## config.mk

```make
export PLATFORM = sky130hd
export DESIGN_NAME = branch_predictor
export DESIGN_NICKNAME = d
export VERILOG_FILES = /design/src/rtl/branch_predictor.sv
export SDC_FILE = /design/constraint.sdc
export NUM_CORES = 2
export LEC_CHECK = 0
export CAP_MARGIN = 20
export CORE_MARGIN = 5
export CORE_UTILIZATION = 45
export CTS_CLUSTER_SIZE = 14
export DETAILED_ROUTE_END_ITERATION = 16
export PLACE_DENSITY = 0.71
export SLEW_MARGIN = 20
export SYNTH_ARGS = -nofsm -noshare
export SYNTH_HDL_FRONTEND = slang
export SYNTH_SLANG_ARGS = --single-unit
```

## constraint.sdc

```tcl
create_clock -name clk -period 8.45 [get_ports clk]
set_clock_uncertainty 0.2 [all_clocks]
set_input_delay 1.69 -clock clk [delete_from_list [all_inputs] [get_ports clk]]
set_output_delay 1.69 -clock clk [all_outputs]
set_load 0.005 [all_outputs]
```

## src/rtl/branch_predictor.sv

```systemverilog
// Fetch-side direction/target predictor: a direct-mapped tagged table with 2-bit
// saturating counters, trained at EX, plus mispredict detection and perf counters.
module branch_predictor #(
  parameter int INDEX_BITS = 4
) (
  input  logic        clk,
  input  logic        rstN,
  input  logic [31:0] fetchPc,
  output logic        predTaken,
  output logic [31:0] predTarget,
  output logic [1:0]  predPcSource,
  input  logic        exValid,
  input  logic        exBranch,
  input  logic        exJump,
  input  logic        exJalr,
  input  logic [31:0] exPc,
  input  logic [31:0] exTarget,
  input  logic [1:0]  exPcSource,
  input  logic        exPredTaken,
  input  logic [31:0] exPredTarget,
  output logic        mispredict,
  output logic [31:0] recoveryPc,
  output logic [15:0] ctrlCount,
  output logic [15:0] mispredCount
);

  localparam int ENTRIES  = 1 << INDEX_BITS;
  localparam int TAG_BITS = 30 - INDEX_BITS;

  logic                  validArr  [ENTRIES];
  logic [TAG_BITS-1:0]   tagArr    [ENTRIES];
  logic [31:0]           targetArr [ENTRIES];
  logic [1:0]            ctrArr    [ENTRIES];
  logic                  uncondArr [ENTRIES];

  logic [INDEX_BITS-1:0] fetchIdx;
  logic [TAG_BITS-1:0]   fetchTag;
  logic [INDEX_BITS-1:0] exIdx;
  logic [TAG_BITS-1:0]   exTag;
  logic                  fetchHit;
  logic                  exHit;
  logic                  actualTaken;
  logic                  trainEn;
  logic                  unusedPcBits;

  assign fetchIdx     = fetchPc[INDEX_BITS+1:2];
  assign fetchTag     = fetchPc[31:INDEX_BITS+2];
  assign exIdx        = exPc[INDEX_BITS+1:2];
  assign exTag        = exPc[31:INDEX_BITS+2];
  assign unusedPcBits = ^{fetchPc[1:0], exPc[1:0]};

  // Lookup reads registered state only, so a same-cycle update is never seen here.
  always_comb begin
    fetchHit     = validArr[fetchIdx] && (tagArr[fetchIdx] == fetchTag);
    predTaken    = rstN && fetchHit && (ctrArr[fetchIdx][1] || uncondArr[fetchIdx]);
    predTarget   = predTaken ? targetArr[fetchIdx] : 32'd0;
    predPcSource = {1'b0, predTaken};
  end

  // Resolution is combinational so the flush can be taken on the following edge.
  always_comb begin
    actualTaken = (exPcSource != 2'b00);
    mispredict  = rstN && exValid &&
                  ((actualTaken != exPredTaken) || (actualTaken && (exTarget != exPredTarget)));
    recoveryPc  = 32'd0;
    if (mispredict) begin
      recoveryPc = actualTaken ? exTarget : (exPc + 32'd4);
    end
    exHit   = validArr[exIdx] && (tagArr[exIdx] == exTag);
    trainEn = exValid && (exBranch || exJump) && !exJalr;
  end

  // jalr never trains: its target comes from a register, so the table cannot help.
  always_ff @(posedge clk or negedge rstN) begin
    if (!rstN) begin
      for (int i = 0; i < ENTRIES; i++) begin
        validArr[i]  <= 1'b0;
        tagArr[i]    <= '0;
        targetArr[i] <= 32'd0;
        ctrArr[i]    <= 2'b01;
        uncondArr[i] <= 1'b0;
      end
    end else if (trainEn) begin
      if (exHit) begin
        if (actualTaken) begin
          targetArr[exIdx] <= exTarget;
          if (ctrArr[exIdx] != 2'b11) begin
            ctrArr[exIdx] <= ctrArr[exIdx] + 2'd1;
          end
        end else if (ctrArr[exIdx] != 2'b00) begin
          ctrArr[exIdx] <= ctrArr[exIdx] - 2'd1;
        end
      end else if (actualTaken) begin
        validArr[exIdx]  <= 1'b1;
        tagArr[exIdx]    <= exTag;
        targetArr[exIdx] <= exTarget;
        ctrArr[exIdx]    <= 2'b10;
        uncondArr[exIdx] <= exJump;
      end
    end
  end

  // Saturating performance counters; they hold at all-ones rather than wrap.
  always_ff @(posedge clk or negedge rstN) begin
    if (!rstN) begin
      ctrlCount    <= 16'd0;
      mispredCount <= 16'd0;
    end else begin
      if (exValid && (ctrlCount != 16'hFFFF)) begin
        ctrlCount <= ctrlCount + 16'd1;
      end
      if (mispredict && (mispredCount != 16'hFFFF)) begin
        mispredCount <= mispredCount + 16'd1;
      end
    end
  end

endmodule
```

-- Word-level counts from Yosys, hierarchy flattened
Cells that the tools add are included.
- input port bits: 137
- flip-flop bits (word level): 1024
- output and inout port bits: 100
- logic and storage cells: 173
- reductions and logical operators: 23
- eq/ne operators: 8
- add/sub/neg operators: 5
- $lt $le $gt $ge: 3
- multiplexer cells: 45
- bitwise operators: 7
- operator list (operator ; count):
    $bwmux W512 ; 1
    $bwmux W416 ; 1
    $mux W32 ; 11
    $bmux W26 S4 ; 2
    $mux W26 ; 5
    $bmux W32 S4 ; 1
    $demux W32 S4 ; 1
    $demux W26 S4 ; 1
    $bwmux W32 ; 2
    $eq A26 B26 Y1 ; 2
    $add A16 B1 Y16 const B ; 2
    $add A32 B3 Y32 const B ; 1
    $ne A16 B16 Y1 const B ; 2
    $ne A32 B32 Y1 ; 1
    $or A16 B16 Y16 ; 2
    $and A16 B16 Y16 ; 1
    $bmux W2 S4 ; 2
    $bwmux W16 ; 1
    $not A16 Y16 ; 1
    $bmux W1 S4 ; 3
    $logic_and A1 B1 Y1 ; 12
    $ge A5 B5 Y1 const B ; 2
    $mux W2 ; 5
    $not A4 Y5 ; 2
    16 further kinds ; 27

-- Depth between registers and ports, before layout
- depth in word-level cells: 9
- gate-level depth with buffers: 17

-- Least setup slack after synthesis
OpenSTA, ideal clock, no wires.
- path kind: input port to output port
- start point: input port fetchPc[2]
- end point: output port predPcSource[0]
- path buffers: 4
- setup slack: 1691 ps
- stages on the path: 11
- data arrival time: 4869 ps
- cell sequence: buf_2 buf_1 mux4_2 mux4_2 xor2_1 nor4_1 nand2_1 or4_1 clkbuf_1 inv_1 buf_4
- cells in the longest elaborated chain, start to end: 8
- elaborated cells on any way between the ends: 18
- those cells by class: eq/ne: 1; mux: 12; bitwise: 1; reduce/logical: 4
- RTL lines (item ; line ; text):
    start, declared ; 8 ; input logic [31:0] fetchPc,
    $not A4 Y5 (implied by the code) * ; 54, 55 ;
    $bmux W26 S4 ; 54 ; fetchHit = validArr[fetchIdx] && (tagArr[fetchIdx] == fetchTag);
    $mux W26 (implied by the code) (2 in a row) ; 54 ;
    $eq A26 B26 Y1 ; 54 ;
    $logic_and A1 B1 Y1 ; 54 ;
    $logic_and A1 B1 Y1 ; 55 ; predTaken = rstN && fetchHit && (ctrArr[fetchIdx][1] || uncondArr[fetchIdx]);
    $logic_and A1 B1 Y1 * ; 55 ;
    end, declared ; 11 ; output logic [1:0] predPcSource,
Every way passes the cells marked *; elsewhere a longest branch is shown, timed or not. The select of a mux whose other input is x is not followed.

-- Worst setup path in the final report
- start point: input port fetchPc[3]
- end point: output port predTarget[2]
- cells in the longest elaborated chain, start to end: 9
- elaborated cells on any way between the ends: 22
- those cells by class: eq/ne: 1; mux: 16; bitwise: 1; reduce/logical: 4
- RTL lines (item ; line ; text):
    $not A4 Y5 (implied by the code) * ; 54, 55, 56 ;
    $bmux W26 S4 ; 54 ;
    $mux W26 (implied by the code) (2 in a row) ; 54 ;
    $eq A26 B26 Y1 ; 54 ;
    $logic_and A1 B1 Y1 ; 54 ;
    $logic_and A1 B1 Y1 (2 in a row) ; 55 ;
    $mux W32 * ; 56 ; predTarget = predTaken ? targetArr[fetchIdx] : 32'd0;
    end, declared ; 10 ; output logic [31:0] predTarget,
Marks and branches as above.

==> impl_summary.log <==
INFO  metric start_util = 0.4511
INFO  metric yosysSeqAreaShare = 0.4834
INFO  metric root_buffer_cell = clkbuf_16
INFO  metric htree_num_levels = 3
INFO  metric drt_pass1_iterations = 5
INFO  metric max_freq = about 130 MHz
INFO  metric critical-path-top-delay-family = buffers and inverters
INFO  metric period_needed = roughly 8 ns
INFO  metric synth_top_cell_area_share = 0.4755
INFO  metric synth_top_cell_by_area = dfrtp_1
INFO  metric clock_tree.buffer_depth = 3
INFO  metric synthTopCellsByCount = 1008 x dfrtp_1, 783 x mux2_2, 383 x mux4_2
INFO  metric holdCritPathClass = flip-flop to flip-flop
INFO  metric worst_path_cell_chain = buf_6, buf_4, mux4_2, xor2_1, nor4_1, nand3_1, or4_2, buf_4, nor2b_1, clkdlybuf4s50_1
INFO  metric post_cts.resized_instances = 0
INFO  metric slew_headroom = 0.1902
INFO  metric syn_nets = roughly 3.6k
INFO  metric critPathSlowestCell = or4_2
INFO  metric drt.antenna.violating_nets = 0
INFO  metric detailed_place.area = ~57000 µm²
INFO  metric timing_worst_setup_path_type = input pin to primary output
INFO  metric post_synth.cell_area_avg = 15.42 µm²
INFO  metric dp_worst_setup_slack = around 0.58 ns
INFO  metric mappedNetlistArea = 53050 µm²
INFO  metric synth-async-reset-ratio = 1.000
INFO  metric clock_tree_from_tritoncts = done
INFO  metric detail_route.wl_per_cell = 29.27 µm
INFO  metric status = finished clean
INFO  metric placement_rows = roughly 130
INFO  metric crit_top_cell = buf_4
INFO  metric drtIter0Drc = 2761
INFO  metric ys.flop_type = dfrtp_1
INFO  metric synth-edff-count = 0
INFO  metric globalRoute.totalOverflow = 0
INFO  metric cts_post_setup_buffers_inserted = 0
INFO  metric gp_routability_congestion = ~0.84
INFO  metric reported_max_cap_violation_count = 0
INFO  metric final_layout_size_suffix_gt1_frac = 0.4751
INFO  metric route.vias.total = ~32k
INFO  metric tightest_slew = 1.206 ns
INFO  metric placeableCoreArea = 117600 µm²
INFO  metric net_count_final = between 3k and 4k
INFO  metric final_max_slew_viol_count = 0
INFO  metric setup_viol_count_final = 0
INFO  metric timing.critical_path.required = approximately 6.6 ns
INFO  metric clk_pin_slew_worst_paths = 0.06 ns
INFO  metric finalInstanceArea = 60290 µm²
INFO  metric cp-start-kind = input pin
INFO  metric slowest_delay = 0.64 ns
INFO  metric numPortBuffers = roughly 230
INFO  metric number_of_global_route_vias_before_repair = about 34k
INFO  metric crit_path_max_fanout = 63
INFO  metric area_growth = 13.64%
INFO  metric hold_viol_final = 0
INFO  metric sink_count = 1024
INFO  metric post-route-period-util = 0.9425
INFO  metric fillerInstances = approximately 9.7k
INFO  metric ys_types = slightly above 80
INFO  metric post_synth_main_area_contributors = dfrtp_1 48%, mux2_2 17%, mux4_2 16%, mux2_4 5.4%, mux2i_1 1.5%
INFO  metric irDropWorstVdd = ~190 µV
INFO  metric die_height = between 300 and 400 µm
INFO  metric die_outline_area = approximately 120000 µm²
INFO  metric cp_data_arrival_time = just over 6 ns
INFO  metric layout.core_utilization = 0.5126
INFO  metric worst_setup_end_kind = primary output
INFO  metric rsz0062_at_grt = no
INFO  metric floorplan.io_pins = 237
INFO  metric synth.most_common_cell = dfrtp_1
INFO  metric insertion_delay = approximately 0.72 ns
INFO  metric wire_length_of_the_first_global_routing_pass = ~230 mm
INFO  metric pin_count_of_the_biggest_net_entering_global_routing = ~190
INFO  metric ys_seq_elements = 1024
INFO  metric post_drt_via_cell_ratio = roughly 6.2
INFO  metric chipWidth = roughly 350 µm
INFO  metric place_hpwl = ~93 mm
INFO  metric post-layout-total-power = between 10 and 15 mW
INFO  metric yosys_warnings = 0
INFO  metric drt-total-wl = roughly 150 mm
INFO  metric standby_leakage_power = about 26 nW
INFO  metric drcViolationCount = 0
INFO  metric netlist_instances = roughly 3.4k
INFO  metric cts-buffers-inserted = 108
INFO  metric antenna_found_initial = 6
INFO  metric fin_tns_setup = 0 ns
INFO  metric grt.total_usage = 0.2416
INFO  metric powerDensity = 223.4 nW/µm²
INFO  metric worst-path-buf-inv = 4
INFO  metric worst_setup_slack_after_layout = a little under 0.5 ns
INFO  metric cts-hold-fix-buffers = 0
-- stage by stage --
step,hold slack (ns),instances
after floorplan,0.2441,3440
after global placement,0.2604,4999
after detailed placement,0.2701,4999
after CTS,0.2865,5190
after global routing,0.3039,5191
final,0.2876,5193
-- layout make-up --
| cell class | instances | area, µm² | share of cell area |
|---|---|---|---|
| Tap cell | 1536 | 1922 | 0.03188 |
| Antenna cell | 3 | 7.507 | 0.0001245 |
| Sequential cell | 1024 | 25640 | 0.4254 |
| Clock inverter | 41 | 593.1 | 0.009837 |
| Timing Repair Buffer | 356 | 3356 | 0.05566 |
| Clock buffer | 150 | 3090 | 0.05126 |
| Inverter | 14 | 52.55 | 0.0008716 |
| Multi-Input combinational cell | 2069 | 25620 | 0.4250 |
-- registers in the layout, indices dropped and copies added (netlist names) --
| register | count |
|---|---|
| uncondArr | 16 |
| validArr | 16 |
| mispredCount | 16 |
| ctrArr | 32 |
| ctrlCount | 16 |
| targetArr | 512 |
| tagArr | 416 |
-- placed cells by master, fill, tap and decap left out, types with 19 or more instances in the layout --
cell             count
mux4_2             383
mux2_4             190
clkbuf_8            23
a211oi_1            30
xor2_1              50
buf_4              117
nand4_1             21
nor2b_1             45
clkbuf_16          108
nand2_1             45
dfrtp_1           1008
mux2i_1             78
o21ai_0             25
nor2_1              55
mux2_2             783
xnor2_1             87
nand3_1             29
clkdlybuf4s50_1    224
clkbuf_1            19
-- metal layers --
layer | vias to the layer above | GRT usage | part of all wire
met3 | 292 | 0.04917 | 0.076
met1 | 17320 | 0.3468 | 0.43
met4 | 2 | 0.08491 | 0.038
met2 | 1280 | 0.3689 | 0.46
li1 | 13200 | - | -
met5 | - | 0 | 0.000086
-- cells by family (layout without fill, tap and decap cells) --
family	after synthesis	count (layout)	share of synthesized area
muxes	1444	1444	0.3997
DFF	1024	1024	0.4834
buffers and inverters	347	561	0.03516
and+or+nand+nor	321	321	0.03538
AOI/OAI and AO/OA	158	158	0.02179
xor gates and xnor gates	137	137	0.02262
adders and majority gates	8	8	0.001887
other	1	4	0.00007069
-- where the power goes --
part	switching (mW)	internal (mW)	total, mW
sequential	0.495	5.66	6.15
clock	2.07	2.87	4.94
combinational	0.942	1.44	2.38
-- final timing paths --
path | endpoint | depth (start not counted) | slack, ns | startpoint
worst max-delay path | predTarget[2] | 10 | 0.49 | fetchPc[3]
worst min-delay path | validArr[12] | 1 | 0.29 | validArr[12]
worst max register to register | tagArr[130] | 11 | 3.82 | tagArr[377]
worst min register to register | validArr[12] | 1 | 0.29 | validArr[12]
max in group asynchronous | targetArr[425] | 4 | 4.36 | rstN
min in group asynchronous | tagArr[201] | 1 | 0.72 | rstN
(Power assumes the default switching activity.)
